$ cat config.mk
export PLATFORM = sky130hd
export DESIGN_NAME = mul_rs
export DESIGN_NICKNAME = d
export VERILOG_FILES = /design/src/rtl/mul_pkg.sv /design/src/rtl/mul_unit.sv /design/src/rtl/mul_rs.sv
export SDC_FILE = /design/constraint.sdc
export NUM_CORES = 1
export LEC_CHECK = 0
export BUFFER_PORTS_ARGS = -buffer_cell sky130_fd_sc_hd__buf_2
export CELL_PAD_IN_SITES_DETAIL_PLACEMENT = 0
export CELL_PAD_IN_SITES_GLOBAL_PLACEMENT = 1
export CORE_MARGIN = 4
export CORE_UTILIZATION = 48
export DETAILED_ROUTE_END_ITERATION = 12
export GPL_TIMING_DRIVEN = 0
export PLACE_DENSITY_LB_ADDON = 0.12
export SLEW_MARGIN = 20
export SYNTH_ARGS = -nofsm -noshare
export SYNTH_HDL_FRONTEND = slang
export SYNTH_HIERARCHICAL = 1
export SYNTH_SLANG_ARGS = --single-unit
$ cat constraint.sdc
create_clock -name clock -period 17.2 [get_ports clock]
set_input_delay 1.72 -clock clock [delete_from_list [all_inputs] [get_ports clock]]
set_output_delay 1.72 -clock clock [all_outputs]
set_load 0.005 [all_outputs]
$ cat src/rtl/mul_pkg.sv
// mul_pkg: shared constants and types for the multiply reservation station.
//   DATA_W        operand / result width
//   ROB_W_DEFAULT default reorder-buffer index width
//   SUB_MUL/MULH  operatorSubType encodings accepted on issueSub
//   mul_state_e   iterative multiplier FSM states
package mul_pkg;

   localparam int DATA_W        = 32;
   localparam int ROB_W_DEFAULT = 3;

   localparam logic [3:0] SUB_MUL  = 4'd0;
   localparam logic [3:0] SUB_MULH = 4'd1;

   typedef enum logic [1:0] {
      IDLE = 2'd0,
      BUSY = 2'd1,
      DONE = 2'd2
   } mul_state_e;

endpackage

$ cat src/rtl/mul_unit.sv
// mul_unit: iterative shift-add multiplier with a CDB request/grant output stage.
//   clock, reset (sync, active-low), flush (active-high)
//   start, op_a, op_b, op_rob   dispatch from the station (accepted only when idle)
//   op_hi                       select high word (only with MUL_HIGH_EN)
//   cdbGrant                    CDB accepted the pending result
//   idle                        unit can take a dispatch this cycle
//   cdbValid, cdbRob, cdbData   registered CDB request
// Optional feature: MUL_HIGH_EN widens the accumulator to 64 bits and enables
// high-word results; without it the accumulator is 32 bits and op_hi does not exist.
//
// state | meaning
// IDLE  | waiting for a dispatch
// BUSY  | accumulating DATA_W/LATENCY multiplier bits per cycle
// DONE  | result held on the CDB until granted
module mul_unit
   import mul_pkg::*;
#(
   parameter int ROB_W   = ROB_W_DEFAULT,
   parameter int LATENCY = 4
) (
   input  logic              clock,
   input  logic              reset,
   input  logic              flush,
   input  logic              start,
   input  logic [DATA_W-1:0] op_a,
   input  logic [DATA_W-1:0] op_b,
`ifdef MUL_HIGH_EN
   input  logic              op_hi,
`endif
   input  logic [ROB_W-1:0]  op_rob,
   input  logic              cdbGrant,
   output logic              idle,
   output logic              cdbValid,
   output logic [ROB_W-1:0]  cdbRob,
   output logic [DATA_W-1:0] cdbData
);

   localparam int STEP  = DATA_W / LATENCY;
   localparam int CNT_W = (LATENCY > 1) ? $clog2(LATENCY) : 1;
`ifdef MUL_HIGH_EN
   localparam int ACC_W = 2 * DATA_W;
`else
   localparam int ACC_W = DATA_W;
`endif

   mul_state_e        state;
   logic [CNT_W-1:0]  cnt;
   logic [ACC_W-1:0]  acc;
   logic [ACC_W-1:0]  acc_next;
   logic [ACC_W-1:0]  a_sh;
   logic [DATA_W-1:0] b_sh;
   logic [ROB_W-1:0]  rob_q;
   logic [DATA_W-1:0] result;
`ifdef MUL_HIGH_EN
   logic              hi_q;
`endif

   assign idle = (state == IDLE);

   // One slice of the multiplier per cycle; a_sh already carries the slice weight.
   always_comb begin
      acc_next = acc;
      for (int j = 0; j < STEP; j++) begin
         if (b_sh[j]) acc_next = acc_next + (a_sh << j);
      end
   end

   // Result is taken from acc_next so the last slice lands on the same edge as DONE.
`ifdef MUL_HIGH_EN
   assign result = hi_q ? acc_next[ACC_W-1:DATA_W] : acc_next[DATA_W-1:0];
`else
   assign result = acc_next[DATA_W-1:0];
`endif

   always_ff @(posedge clock) begin
      if (!reset) begin
         state    <= IDLE;
         cnt      <= '0;
         acc      <= '0;
         a_sh     <= '0;
         b_sh     <= '0;
         rob_q    <= '0;
`ifdef MUL_HIGH_EN
         hi_q     <= 1'b0;
`endif
         cdbValid <= 1'b0;
         cdbRob   <= '0;
         cdbData  <= '0;
      end else if (flush) begin
         state    <= IDLE;
         cdbValid <= 1'b0;
      end else begin
         case (state)
            IDLE: begin
               if (start) begin
                  state <= BUSY;
                  cnt   <= CNT_W'(LATENCY - 1);
                  acc   <= '0;
                  a_sh  <= ACC_W'(op_a);
                  b_sh  <= op_b;
                  rob_q <= op_rob;
`ifdef MUL_HIGH_EN
                  hi_q  <= op_hi;
`endif
               end
            end
            BUSY: begin
               acc  <= acc_next;
               a_sh <= a_sh << STEP;
               b_sh <= b_sh >> STEP;
               if (cnt == '0) begin
                  state    <= DONE;
                  cdbValid <= 1'b1;
                  cdbRob   <= rob_q;
                  cdbData  <= result;
               end else begin
                  cnt <= cnt - 1'b1;
               end
            end
            DONE: begin
               if (cdbGrant) begin
                  state    <= IDLE;
                  cdbValid <= 1'b0;
               end
            end
            default: state <= IDLE;
         endcase
      end
   end

endmodule

$ cat src/rtl/mul_rs.sv
// mul_rs: multiply reservation station for the Tomasulo core.
//   clock, reset (sync, active-low), flush (active-high, ROB resetAll)
//   issueValid/issueSub/robNum/data1/data2/q1Valid/q2Valid/q1/q2   issue bus
//   cdb1* (add CDB), cdb2* (load CDB)                              snooped results
//   available                                                      a slot is free
//   cdbValid/cdbRob/cdbData/cdbGrant                               result CDB handshake
// Optional feature: MUL_HIGH_EN enables mulh (issueSub=1 returns the high word).
// Without it issueSub is ignored and every multiply returns the low word.
module mul_rs
   import mul_pkg::*;
#(
   parameter int ENTRIES = 2,
   parameter int ROB_W   = ROB_W_DEFAULT,
   parameter int LATENCY = 4
) (
   input  logic              clock,
   input  logic              reset,
   input  logic              flush,
   input  logic              issueValid,
   input  logic [3:0]        issueSub,
   input  logic [ROB_W-1:0]  robNum,
   input  logic [DATA_W-1:0] data1,
   input  logic [DATA_W-1:0] data2,
   input  logic              q1Valid,
   input  logic              q2Valid,
   input  logic [ROB_W-1:0]  q1,
   input  logic [ROB_W-1:0]  q2,
   input  logic              cdb1Valid,
   input  logic [ROB_W-1:0]  cdb1Rob,
   input  logic [DATA_W-1:0] cdb1Data,
   input  logic              cdb2Valid,
   input  logic [ROB_W-1:0]  cdb2Rob,
   input  logic [DATA_W-1:0] cdb2Data,
   output logic              available,
   output logic              cdbValid,
   output logic [ROB_W-1:0]  cdbRob,
   output logic [DATA_W-1:0] cdbData,
   input  logic              cdbGrant
);

   localparam int IDX_W = (ENTRIES > 1) ? $clog2(ENTRIES) : 1;

   logic [ENTRIES-1:0] busy;
   logic [ENTRIES-1:0] p1;
   logic [ENTRIES-1:0] p2;
   logic [ROB_W-1:0]   dest    [ENTRIES];
   logic [ROB_W-1:0]   slot_q1 [ENTRIES];
   logic [ROB_W-1:0]   slot_q2 [ENTRIES];
   logic [DATA_W-1:0]  slot_v1 [ENTRIES];
   logic [DATA_W-1:0]  slot_v2 [ENTRIES];
`ifdef MUL_HIGH_EN
   logic [ENTRIES-1:0] slot_hi;
`else
   logic               unused_sub;
   assign unused_sub = ^issueSub;
`endif

   logic               free_found;
   logic [IDX_W-1:0]   free_idx;
   logic               rdy_found;
   logic [IDX_W-1:0]   rdy_idx;
   logic               do_issue;
   logic               dispatch;
   logic               unit_idle;

   // {DATA_W+1} = {still_pending, value}
   logic [DATA_W:0]    iss_r1;
   logic [DATA_W:0]    iss_r2;
   logic [DATA_W:0]    snp_r1 [ENTRIES];
   logic [DATA_W:0]    snp_r2 [ENTRIES];

   // Resolve one operand against both CDBs; cdb1 is checked first so it wins a tie.
   function automatic logic [DATA_W:0] resolve(
      input logic              pend,
      input logic [ROB_W-1:0]  tag,
      input logic [DATA_W-1:0] val,
      input logic              c1_v,
      input logic [ROB_W-1:0]  c1_r,
      input logic [DATA_W-1:0] c1_d,
      input logic              c2_v,
      input logic [ROB_W-1:0]  c2_r,
      input logic [DATA_W-1:0] c2_d
   );
      logic [DATA_W:0] r;
      r = {pend, val};
      if (pend) begin
         if (c1_v && (c1_r == tag))      r = {1'b0, c1_d};
         else if (c2_v && (c2_r == tag)) r = {1'b0, c2_d};
      end
      return r;
   endfunction

   always_comb begin
      iss_r1 = resolve(q1Valid, q1, data1, cdb1Valid, cdb1Rob, cdb1Data,
                       cdb2Valid, cdb2Rob, cdb2Data);
      iss_r2 = resolve(q2Valid, q2, data2, cdb1Valid, cdb1Rob, cdb1Data,
                       cdb2Valid, cdb2Rob, cdb2Data);
      for (int i = 0; i < ENTRIES; i++) begin
         snp_r1[i] = resolve(p1[i], slot_q1[i], slot_v1[i], cdb1Valid, cdb1Rob, cdb1Data,
                             cdb2Valid, cdb2Rob, cdb2Data);
         snp_r2[i] = resolve(p2[i], slot_q2[i], slot_v2[i], cdb1Valid, cdb1Rob, cdb1Data,
                             cdb2Valid, cdb2Rob, cdb2Data);
      end
   end

   // Priority pickers scan high-to-low so the lowest index is left standing.
   always_comb begin
      free_found = 1'b0;
      free_idx   = '0;
      rdy_found  = 1'b0;
      rdy_idx    = '0;
      for (int i = ENTRIES - 1; i >= 0; i--) begin
         if (!busy[i]) begin
            free_found = 1'b1;
            free_idx   = IDX_W'(i);
         end
         if (busy[i] && !p1[i] && !p2[i]) begin
            rdy_found = 1'b1;
            rdy_idx   = IDX_W'(i);
         end
      end
   end

   assign available = free_found;
   assign do_issue  = issueValid && free_found;
   assign dispatch  = rdy_found && unit_idle;

   // The free-slot choice uses pre-edge busy bits, so a slot dispatched this
   // edge is never re-used on the same edge.
   always_ff @(posedge clock) begin
      if (!reset) begin
         busy <= '0;
         p1   <= '0;
         p2   <= '0;
`ifdef MUL_HIGH_EN
         slot_hi <= '0;
`endif
         for (int i = 0; i < ENTRIES; i++) begin
            dest[i]    <= '0;
            slot_q1[i] <= '0;
            slot_q2[i] <= '0;
            slot_v1[i] <= '0;
            slot_v2[i] <= '0;
         end
      end else if (flush) begin
         busy <= '0;
         p1   <= '0;
         p2   <= '0;
      end else begin
         for (int i = 0; i < ENTRIES; i++) begin
            if (busy[i]) begin
               p1[i]      <= snp_r1[i][DATA_W];
               slot_v1[i] <= snp_r1[i][DATA_W-1:0];
               p2[i]      <= snp_r2[i][DATA_W];
               slot_v2[i] <= snp_r2[i][DATA_W-1:0];
            end
         end
         if (dispatch) busy[rdy_idx] <= 1'b0;
         if (do_issue) begin
            busy[free_idx]    <= 1'b1;
            dest[free_idx]    <= robNum;
            slot_q1[free_idx] <= q1;
            slot_q2[free_idx] <= q2;
            p1[free_idx]      <= iss_r1[DATA_W];
            slot_v1[free_idx] <= iss_r1[DATA_W-1:0];
            p2[free_idx]      <= iss_r2[DATA_W];
            slot_v2[free_idx] <= iss_r2[DATA_W-1:0];
`ifdef MUL_HIGH_EN
            slot_hi[free_idx] <= (issueSub == SUB_MULH);
`endif
         end
      end
   end

   mul_unit #(
      .ROB_W   (ROB_W),
      .LATENCY (LATENCY)
   ) u_unit (
      .clock    (clock),
      .reset    (reset),
      .flush    (flush),
      .start    (dispatch),
      .op_a     (slot_v1[rdy_idx]),
      .op_b     (slot_v2[rdy_idx]),
`ifdef MUL_HIGH_EN
      .op_hi    (slot_hi[rdy_idx]),
`endif
      .op_rob   (dest[rdy_idx]),
      .cdbGrant (cdbGrant),
      .idle     (unit_idle),
      .cdbValid (cdbValid),
      .cdbRob   (cdbRob),
      .cdbData  (cdbData)
   );

endmodule

Word level (Yosys, flattened, before mapping) --
Memory sizes are Yosys's and may differ from the RTL's. A register that Yosys moved wholly into a read port is not among the register bits. Cells that the tools add are included.
Word-level totals: flip-flop bits (word level) 142, bits in latches 0, RAM bits 146, ROM bits 0, input port bits 156, logic and storage cells 205, memories kept 5
Cells by class: add/subtract/negate cells 9, $mul 0, divide/modulo/power cells 0, $lt $le $gt $ge 4, equality and inequality tests 26, shift-type cells 0, mux-type cells 98, bitwise gates (word level) 9, reduce and logical (&&, ||, !) cells 43
Memories:
- slot_v1 | words 2, bits a word 32, rd ports 1, clocked after memory_dff 0, wr ports 3, RTL line mul_rs.sv:49 | logic [DATA_W-1:0] slot_v1 [ENTRIES];
- slot_v2 | words 2, bits a word 32, rd ports 1, clocked after memory_dff 0, wr ports 3, RTL line mul_rs.sv:50 | logic [DATA_W-1:0] slot_v2 [ENTRIES];
- dest | words 2, bits a word 3, rd ports 1, clocked after memory_dff 1, wr ports 2, RTL line mul_rs.sv:46 | logic [ROB_W-1:0] dest [ENTRIES];
- slot_q1 | words 2, bits a word 3, rd ports 2, clocked after memory_dff 0, wr ports 2, RTL line mul_rs.sv:47 | logic [ROB_W-1:0] slot_q1 [ENTRIES];
- slot_q2 | words 2, bits a word 3, rd ports 2, clocked after memory_dff 0, wr ports 2, RTL line mul_rs.sv:48 | logic [ROB_W-1:0] slot_q2 [ENTRIES];
Operator list (count):
- 33-bit two-way mux | 18
- 32-bit two-way mux | 15
- 32-bit adder | 8
- 32-bit one-hot mux with 2 select lines | 3
- 1-bit two-way mux | 41
- 3-bit equality test | 12
- 3-bit AND reduction | 9
- 2-bit two-way mux | 11
- 1-bit logical AND | 20
- 3-bit inequality test (second input constant) | 4
- 3-bit two-way mux | 3
- 3-bit OR reduction | 3
- 2-bit inequality test (second input constant) | 3
- 2-bit one-hot mux with 3 select lines | 1
- 1-bit zero test | 5
- 2-bit bitwise mux | 2
- 2-bit zero test | 2
- 1-bit by 2-bit < comparator with 1-bit output (second input constant) | 2
- 1-bit inequality test (second input constant) | 4
- 1-bit bitwise OR | 4
- 2-bit one-hot mux with 2 select lines | 1
- 4-bit AND reduction | 1
- 2-bit nonzero test | 2
- 2-bit bitwise AND | 1
- other kinds (11) | 14

Logic depth before layout (Yosys ltp) --
Gate-level depths: netlist of the first run.
depth after elaboration 17, mapped depth 74, depth with buffers taken out 73

Cells and area by module --
The synthesis of the first run kept the hierarchy.
By module, submodules not included:
- mul_unit | times used 1, cells an instance 2806, area each 20035.5 um^2
- mul_rs | times used 1, cells an instance 863, area each 10039.6 um^2

Least setup slack after synthesis of the first run --
No wires, ideal clock.
path kind register to register, from register u_unit.a_sh[0], to register u_unit.cdbData[31], arrival 13066 ps, required time 17076 ps, slack 4010 ps, stages on the path, launching flop included 65, buffers on the path 2, path through dfxtp_1 ha_1 fa_1 a21o_1 a21oi_1 o21bai_1 a221o_1 a311oi_2 buf_4 xnor2_1 mux2_2 ha_1 a21o_1 a2111oi_0 a21boi_1 nor2_1 xnor2_1 o21ai_0 [... 29 more ...] xnor2_1 a21oi_1 ha_1 and4_1 a211oi_1 o21bai_1 a21oi_1 xnor2_1 a22oi_1 inv_1 ha_1 and3_1 a31o_2 a311oi_1 xor2_1 nor4_1 nor4_1 nand2_1
Between the ends: word-level cells in the longest chain between the ends 16
Ends and longest elaborated chain:
- start, declared | RTL line mul_unit.sv:50 | logic [ACC_W-1:0] a_sh;
- start signal, assigned | RTL line mul_unit.sv:99 | a_sh <= ACC_W'(op_a);
- start signal, assigned | RTL line mul_unit.sv:109 | a_sh <= a_sh << STEP;
- 32-bit adder | RTL line mul_unit.sv:64 | if (b_sh[j]) acc_next = acc_next + (a_sh << j);
- 32-bit two-way mux | RTL line mul_unit.sv:64
- 32-bit adder | RTL line mul_unit.sv:64
- 32-bit two-way mux | RTL line mul_unit.sv:64
- 32-bit adder | RTL line mul_unit.sv:64
- 32-bit two-way mux | RTL line mul_unit.sv:64
- 32-bit adder | RTL line mul_unit.sv:64
- 32-bit two-way mux | RTL line mul_unit.sv:64
- 32-bit adder | RTL line mul_unit.sv:64
- 32-bit two-way mux | RTL line mul_unit.sv:64
- 32-bit adder | RTL line mul_unit.sv:64
- 32-bit two-way mux | RTL line mul_unit.sv:64
- 32-bit adder | RTL line mul_unit.sv:64
- 32-bit two-way mux | RTL line mul_unit.sv:64
- 32-bit adder | RTL line mul_unit.sv:64
- 32-bit two-way mux (*) | RTL line mul_unit.sv:64
- end signal, assigned | RTL line mul_unit.sv:115 | cdbData <= result;
- end, declared | RTL line mul_unit.sv:35 | output logic [DATA_W-1:0] cdbData
Mark *: on every way between the ends. The rest lies on a longest branch, timed or not. A chain may end at the register's enable or synchronous reset.

Final worst setup path of the first run --
Same ends and word-level chain as after synthesis.

==> impl_metrics.csv, run 1 <==
group,metric,value,unit
final_layout,register_area,7310,um2
yosys,synth.distinct_cells,111,
drt,drt_iter0_markers,3585,
sta,setup_viol,0,
critical_path,rr_startpoint,"u_unit/a_sh[0]$_SDFFE_PN0P_",
placed_design,hpwlAfterDp,101000,um
final_layout,num_antenna_cells,0,
drt,vias_per_cell,6.62,
yosys,yosys.area.top_type_share,0.146,
clock_tree,cts_made_buffers,29,
sta,tightestPinTransition,1.29,ns
critical_path,crit_path_max_fanout,10,
critical_path,r2r_cells,64,
sta,period_minus_slack,16.43,ns
drt,vias,31400,
yosys,syn_nets,4073,
placed_design,pre_cts_slack,0.0759,ns
clock_tree,holdBufCountCts,0,
sta,finalMaxSlewViolations,0,
sta,setup_ws,0.773,ns
sta,finalCritPeriodShare,0.955,
die,start_util,0.486,
clock_tree,path_clk_slew,0.07,ns
drt,dr.pass1.iters,8,
final_layout,n_fill_cell,6111,
worst_hold_path,hold_start,"u_unit/b_sh[27]$_SDFFE_PN0P_",
clock_tree,clock_latency,0.60,ns
sta,setup_tns,0,ns
grt,grt_usage,0.366,
sta,hold_violations,0,
clock_tree,cts_sinks,291,
worst_hold_path,hp-class,"register to register",
clock_tree,cts.repair.resized,1,
yosys,synth_ff_type,"edfxtp_1",
die,fp.dieW,258,um
final_layout,fin_area,33100,um2
placed_design,place_congestion,1.01,
critical_path,timing.rr.end,"u_unit/cdbData[31]$_SDFFE_PN0P_",
worst_hold_path,hold_path_depth,2,
worst_hold_path,hold_end,"u_unit/b_sh[27]$_SDFFE_PN0P_",
sta,finClkSkew,0.0286,ns
yosys,synth_area_leaders,"edfxtp_1 (15%), ha_1 (10%), dfxtp_1 (9.7%), nand2_1 (4.8%), a21oi_1 (4.7%)",
die,dieHeight,258,um
clock_tree,cts_setup_buffers,0,
critical_path,cp-end-kind,"register",
grt,antenna_found_initial,2,
power,ir_drop,0.0762,mV
critical_path,slowest_delay,0.56,ns
power,power.total,0.00215,W
power,power_density,65.0,nW/um2
grt,grt-ovfl-total,0,
critical_path,r2r_slack,0.77,ns
clock_tree,cts_root_buf,"clkbuf_16",
critical_path,arrival,16.90,ns
yosys,yosysSeqAreaShare,0.242,
critical_path,path_common_cell,"ha_1",
yosys,ys_warn_count,6,
sta,slew_headroom,0.139,
die,io_pins,193,
sta,hold_ws,0.451,ns
critical_path,cp_slowest_cell,"a311oi_2",
final_layout,multi_input_comb_area,21300,um2
power,power_leakage,13.6,nW
die,coreArea,61800,um2
flow_run,cap_violations,0,
yosys,yosysTopAreaCell,"edfxtp_1",
drt,drc,0,
final_layout,nets,4284,
placed_design,port-buffer-count,181,
yosys,synth_area_per_cell,8.20,um2
grt,grt_pass1_vias,29300,
drt,wirelength,128000,um
run_status,outcome,"finished, final reports clean",
critical_path,critical_path_class,"register to register",
yosys,synth_cells,3669,
placed_design,place_area,32100,um2
sta,max_freq,60.9,MHz
clock_tree,htree_levels,1,
critical_path,crit_required,17.67,ns
yosys,ys_ff_latch,291,
yosys,ys_async_sr_fraction,0,
grt,grt_pass1_wl,187000,um
final_layout,drive_above_1_share,0.131,
clock_tree,cts_tree,"built",
clock_tree,cts_max_path_buffers,3,
die,die_area,66700,um2
yosys,synth_edf_count,146,
die,rows,91,
yosys,syn_area,30100,um2
drt,post_drt_wl_per_cell,27.0,um
drt,antenna_left,0,
sta,rsz0062_at_grt,"no",
critical_path,critPathLaunchType,"register",
final_layout,area.growth.synth_to_final,10.1,%
grt,grt_start_max_net_pins,33,
cells in the final DEF (no fill, tap or decap), drive strengths merged, types with 74 or more instances in the layout:
cell,instances
nor2,260
a32oi,133
edfxtp,146
inv,105
ha,240
o21ai,188
buf,236
a21o,103
a21oi,283
xnor2,135
mux2,117
clkbuf,214
nand3,86
nand2,383
dfxtp,145
o22ai,74
cells by family after synthesis:
family / Yosys count / share of synthesized area
and+or+nand+nor: 1126 / 0.179
muxes: 146 / 0.0536
xor gates and xnor gates: 199 / 0.0594
buffers and inverters: 349 / 0.0501
adders and majority gates: 248 / 0.105
AOI/OAI and AO/OA: 1310 / 0.310
DFF: 291 / 0.242
critical path: cells and delay by family (launching register included):
kind            cells  cell delay [ns]
compound gates     29             7.68
buf+inv             3             0.62
flops               1             0.46
xor+xnor            7             1.39
simple gates       14             2.32
fa+ha+maj           9             3.25
mux                 2             0.57
final cells by class:
type	count	share of cell area
clock buffer	37	0.0241
timing repair buffer	182	0.0277
clock inverter	16	0.00582
inverter	104	0.0118
multi-input combinational	3029	0.645
sequential	291	0.221
tap	837	0.0316
buffer	243	0.0336
Yosys cell counts, types with 22 or more instances:
cell type,count
a31oi_1,40
nor2_1,260
dfxtp_1,145
mux2_2,115
xnor2_1,135
xor2_1,61
nor2b_1,31
a21oi_1,281
and3_1,43
nor3_1,48
nand2_1,383
buf_1,22
or3_1,25
mux2i_1,28
a21o_1,103
or2_2,44
ha_1,240
nand4_1,46
a311oi_1,53
o211ai_1,34
edfxtp_1,146
o22ai_1,74
inv_1,101
nand2b_1,64
a32oi_1,133
nand3_1,86
o21ai_0,147
clkbuf_1,177
o21ai_1,39
o2bb2ai_1,59
a211oi_1,39
o21bai_1,25
o21a_1,39
o221a_2,24
o221ai_1,43
worst max path at each step:
stage,from,endpoint,slack [ns],cells after the start
2_1_floorplan,u_unit/a_sh[0]$_SDFFE_PN0P_,u_unit/cdbData[31]$_SDFFE_PN0P_,4.01,64
3_3_place_gp,u_unit/b_sh[0]$_SDFFE_PN0P_,u_unit/cdbData[31]$_SDFFE_PN0P_,-0.04,63
3_5_place_dp,u_unit/b_sh[0]$_SDFFE_PN0P_,u_unit/cdbData[31]$_SDFFE_PN0P_,0.08,64
4_1_cts,u_unit/b_sh[0]$_SDFFE_PN0P_,u_unit/cdbData[31]$_SDFFE_PN0P_,0.19,64
5_1_grt,u_unit/a_sh[0]$_SDFFE_PN0P_,u_unit/cdbData[31]$_SDFFE_PN0P_,0.01,65
6_report,u_unit/a_sh[0]$_SDFFE_PN0P_,u_unit/cdbData[31]$_SDFFE_PN0P_,0.77,64
flip-flops by register name, summed over array words and instances (netlist names), 3 cells and up:
| register | cells |
|---|---|
| slot_q2 | 6 |
| u_unit/cdbData | 32 |
| u_unit/a_sh | 32 |
| dest | 6 |
| u_unit/acc | 32 |
| slot_v1 | 64 |
| u_unit/rob_q | 3 |
| slot_q1 | 6 |
| u_unit/cdbRob | 3 |
| slot_v2 | 64 |
| u_unit/b_sh | 32 |
layer usage:
| metal | vias to the layer above | GRT usage | share of wire |
|---|---|---|---|
| met5 | - | 0 | 0.00010 |
| met4 | 2 | 0.224 | 0.078 |
| met3 | 388 | 0.0415 | 0.078 |
| li1 | 14500 | - | - |
| met2 | 1622 | 0.607 | 0.45 |
| met1 | 14900 | 0.457 | 0.39 |
stage by stage:
step                      utilization  std cells
after floorplan                     -       3669
after global placement          0.518       4687
after detailed placement        0.519       4688
after CTS                       0.535       4741
after global routing            0.535       4739
final                           0.535       4739
report_power, final:
part | total, W | internal (W) | switching [W]
Combinational | 0.000675 | 0.000232 | 0.000443
Clock | 0.000672 | 0.000388 | 0.000284
Sequential | 0.000803 | 0.000759 | 0.0000448
Total | 0.00215 | 0.00138 | 0.000772
Power figures use the tool's default switching activity.
==> run 2: changes to the inputs <==
Settings changed: CELL_PAD_IN_SITES_DETAIL_PLACEMENT 0 to default, CELL_PAD_IN_SITES_GLOBAL_PLACEMENT 1 to default, CORE_UTILIZATION 48 to 60.
==> run 2 against run 1 <==
  * Hold slack better by 0.00096 ns
  * First-iteration DRC count up 9.1%
  * Non-clock buffer count unchanged
  * Combinational power up 0.7%
  * Sequential share of layout area up 0.11 points
  * Critical endpoint unchanged
  * Worst setup slack better by 0.17 ns
  * Fmax up 1.0%
  * Sequential cell count unchanged
==> impl_metrics.csv, run 2 (same netlist as run 1, synthesis figures left out) <==
group,metric,value,unit
final_layout,n_fill_cell,4390,
sta,finalCritPeriodShare,0.945,
critical_path,slowest_delay,0.64,ns
final_layout,register_area,7290,um2
placed_design,hpwlAfterDp,96700,um
clock_tree,holdBufCountCts,0,
final_layout,mostFrequentLayoutCells,"nand2_1 (383), a21oi_1 (279), nor2_1 (260), ha_1 (240), buf_2 (201)",
sta,finClkSkew,0.0227,ns
final_layout,area.growth.synth_to_final,9.29,%
drt,drt_iter0_markers,3911,
final_layout,drive_above_1_share,0.129,
power,power_density,64.7,nW/um2
sta,setup_ws,0.938,ns
grt,grt_usage,0.440,
clock_tree,cts_tree,"built",
die,dieHeight,232,um
sta,tightestPinTransition,1.27,ns
clock_tree,cts_sinks,291,
drt,post_drt_wl_per_cell,27.0,um
grt,grt-ovfl-total,0,
power,ir_drop,0.0860,mV
final_layout,nets,4282,
critical_path,crit_required,17.63,ns
placed_design,pre_cts_slack,-0.409,ns
clock_tree,cts_setup_buffers,0,
grt,antenna_found_initial,5,
sta,slew_headroom,0.155,
die,start_util,0.611,
critical_path,arrival,16.69,ns
sta,period_minus_slack,16.26,ns
drt,antenna_left,0,
drt,drc,0,
drt,vias_per_cell,7.00,
final_layout,layout_commonest_cell,"nand2_1",
grt,grt_pass1_vias,29700,
die,fp.dieW,232,um
final_layout,finalNonFillerCells,4565,
die,io_pins,193,
critical_path,critPathLaunchType,"register",
clock_tree,cts_root_buf,"clkbuf_16",
critical_path,crit_path_max_fanout,13,
critical_path,critical_path_class,"register to register",
clock_tree,cts_max_path_buffers,3,
drt,wirelength,123000,um
drt,vias,31900,
power,power_leakage,13.6,nW
worst_hold_path,hp-class,"register to register",
final_layout,reg_top3,"slot_v1 x64, slot_v2 x64",
drt,dr.pass1.iters,6,
die,rows,81,
run_status,outcome,"finished, final reports clean",
power,power.total,0.00213,W
clock_tree,cts_made_buffers,27,
grt,grt_pass1_wl,182000,um
critical_path,cp_slowest_cell,"dfxtp_1",
placed_design,port-buffer-count,181,
flow_run,cap_violations,0,
sta,hold_violations,0,
sta,max_freq,61.5,MHz
critical_path,r2r_slack,0.94,ns
sta,finalMaxSlewViolations,0,
clock_tree,htree_levels,1,
placed_design,place_congestion,1.14,
sta,rsz0062_at_grt,"no",
critical_path,cp-end-kind,"register",
clock_tree,clock_latency,0.56,ns
clock_tree,path_clk_slew,0.07,ns
final_layout,multi_input_comb_area,21400,um2
placed_design,dp.cells,4514,
die,coreArea,49300,um2
sta,setup_viol,0,
die,die_area,53800,um2
grt,grt_start_max_net_pins,33,
final_layout,fin_util,0.667,
run 2: changes by cell type in the layout (fill, tap and decap cells not counted), sizes merged:
cell	previous run	this run
diode	0	2
buf	236	237
bufinv	4	5
clkinv	9	10
clkbuf	214	209
clkdlybuf4s18	1	0
run 2: worst max-delay path, delay by kind of cell, from the launching register on:
family,cells,cell delay [ns]
AO/OA/AOI/OAI,31,7.91
adder cells (fa/ha/maj),8,3.08
AND/OR/NAND/NOR,11,1.88
XOR/XNOR,7,1.31
buffers and inverters,4,0.71
flip-flops,1,0.64
multiplexers,2,0.57
run 2: metal layers:
| layer | vias to the layer above | share of wire | global-route usage |
|---|---|---|---|
| li1 | 14500 | - | - |
| met1 | 14800 | 0.36 | 0.518 |
| met2 | 2101 | 0.44 | 0.697 |
| met3 | 565 | 0.10 | 0.0730 |
| met4 | 6 | 0.11 | 0.379 |
| met5 | - | 0.00034 | 0 |
run 2: worst paths after layout:
kind,cells past startpoint,to,start
min reg2reg,2,u_unit/cdbData[1]$_SDFFE_PN0P_,u_unit/cdbData[1]$_SDFFE_PN0P_
max reg2reg,63,u_unit/cdbData[31]$_SDFFE_PN0P_,u_unit/a_sh[1]$_SDFFE_PN0P_
max,63,u_unit/cdbData[31]$_SDFFE_PN0P_,u_unit/a_sh[1]$_SDFFE_PN0P_
min,2,u_unit/cdbData[1]$_SDFFE_PN0P_,u_unit/cdbData[1]$_SDFFE_PN0P_
run 2: area by class of cell:
type                       instances  area share
clock inverter                    18     0.00678
tap                              664      0.0253
antenna                            2    0.000152
sequential                       291       0.222
inverter                         104      0.0119
buffer                           244      0.0340
clock buffer                      32      0.0222
multi-input combinational       3029       0.650
timing repair buffer             181      0.0276
run 2: timing repair:
item | 4_1_cts | 5_1_grt
setup endpoints to repair | 2 | 12
resized for setup | 2 | 18
hold endpoints to repair | 0 | 0
run 2: where the power goes:
| part | internal (W) | switching, W | total (W) |
|---|---|---|---|
| Sequential | 0.000758 | 0.0000431 | 0.000801 |
| Clock | 0.000379 | 0.000266 | 0.000645 |
| Combinational | 0.000232 | 0.000448 | 0.000680 |
run 2: per-stage QoR:
step / hold slack, ns / area [um2] / TNS, ns
after floorplan: 0.431 / 30100 / 0
after global placement: 0.440 / 31800 / -0.599
after detailed placement: 0.447 / 31800 / -0.510
after CTS: 0.454 / 32800 / 0
after global routing: 0.474 / 32900 / 0
final: 0.452 / 32900 / 0
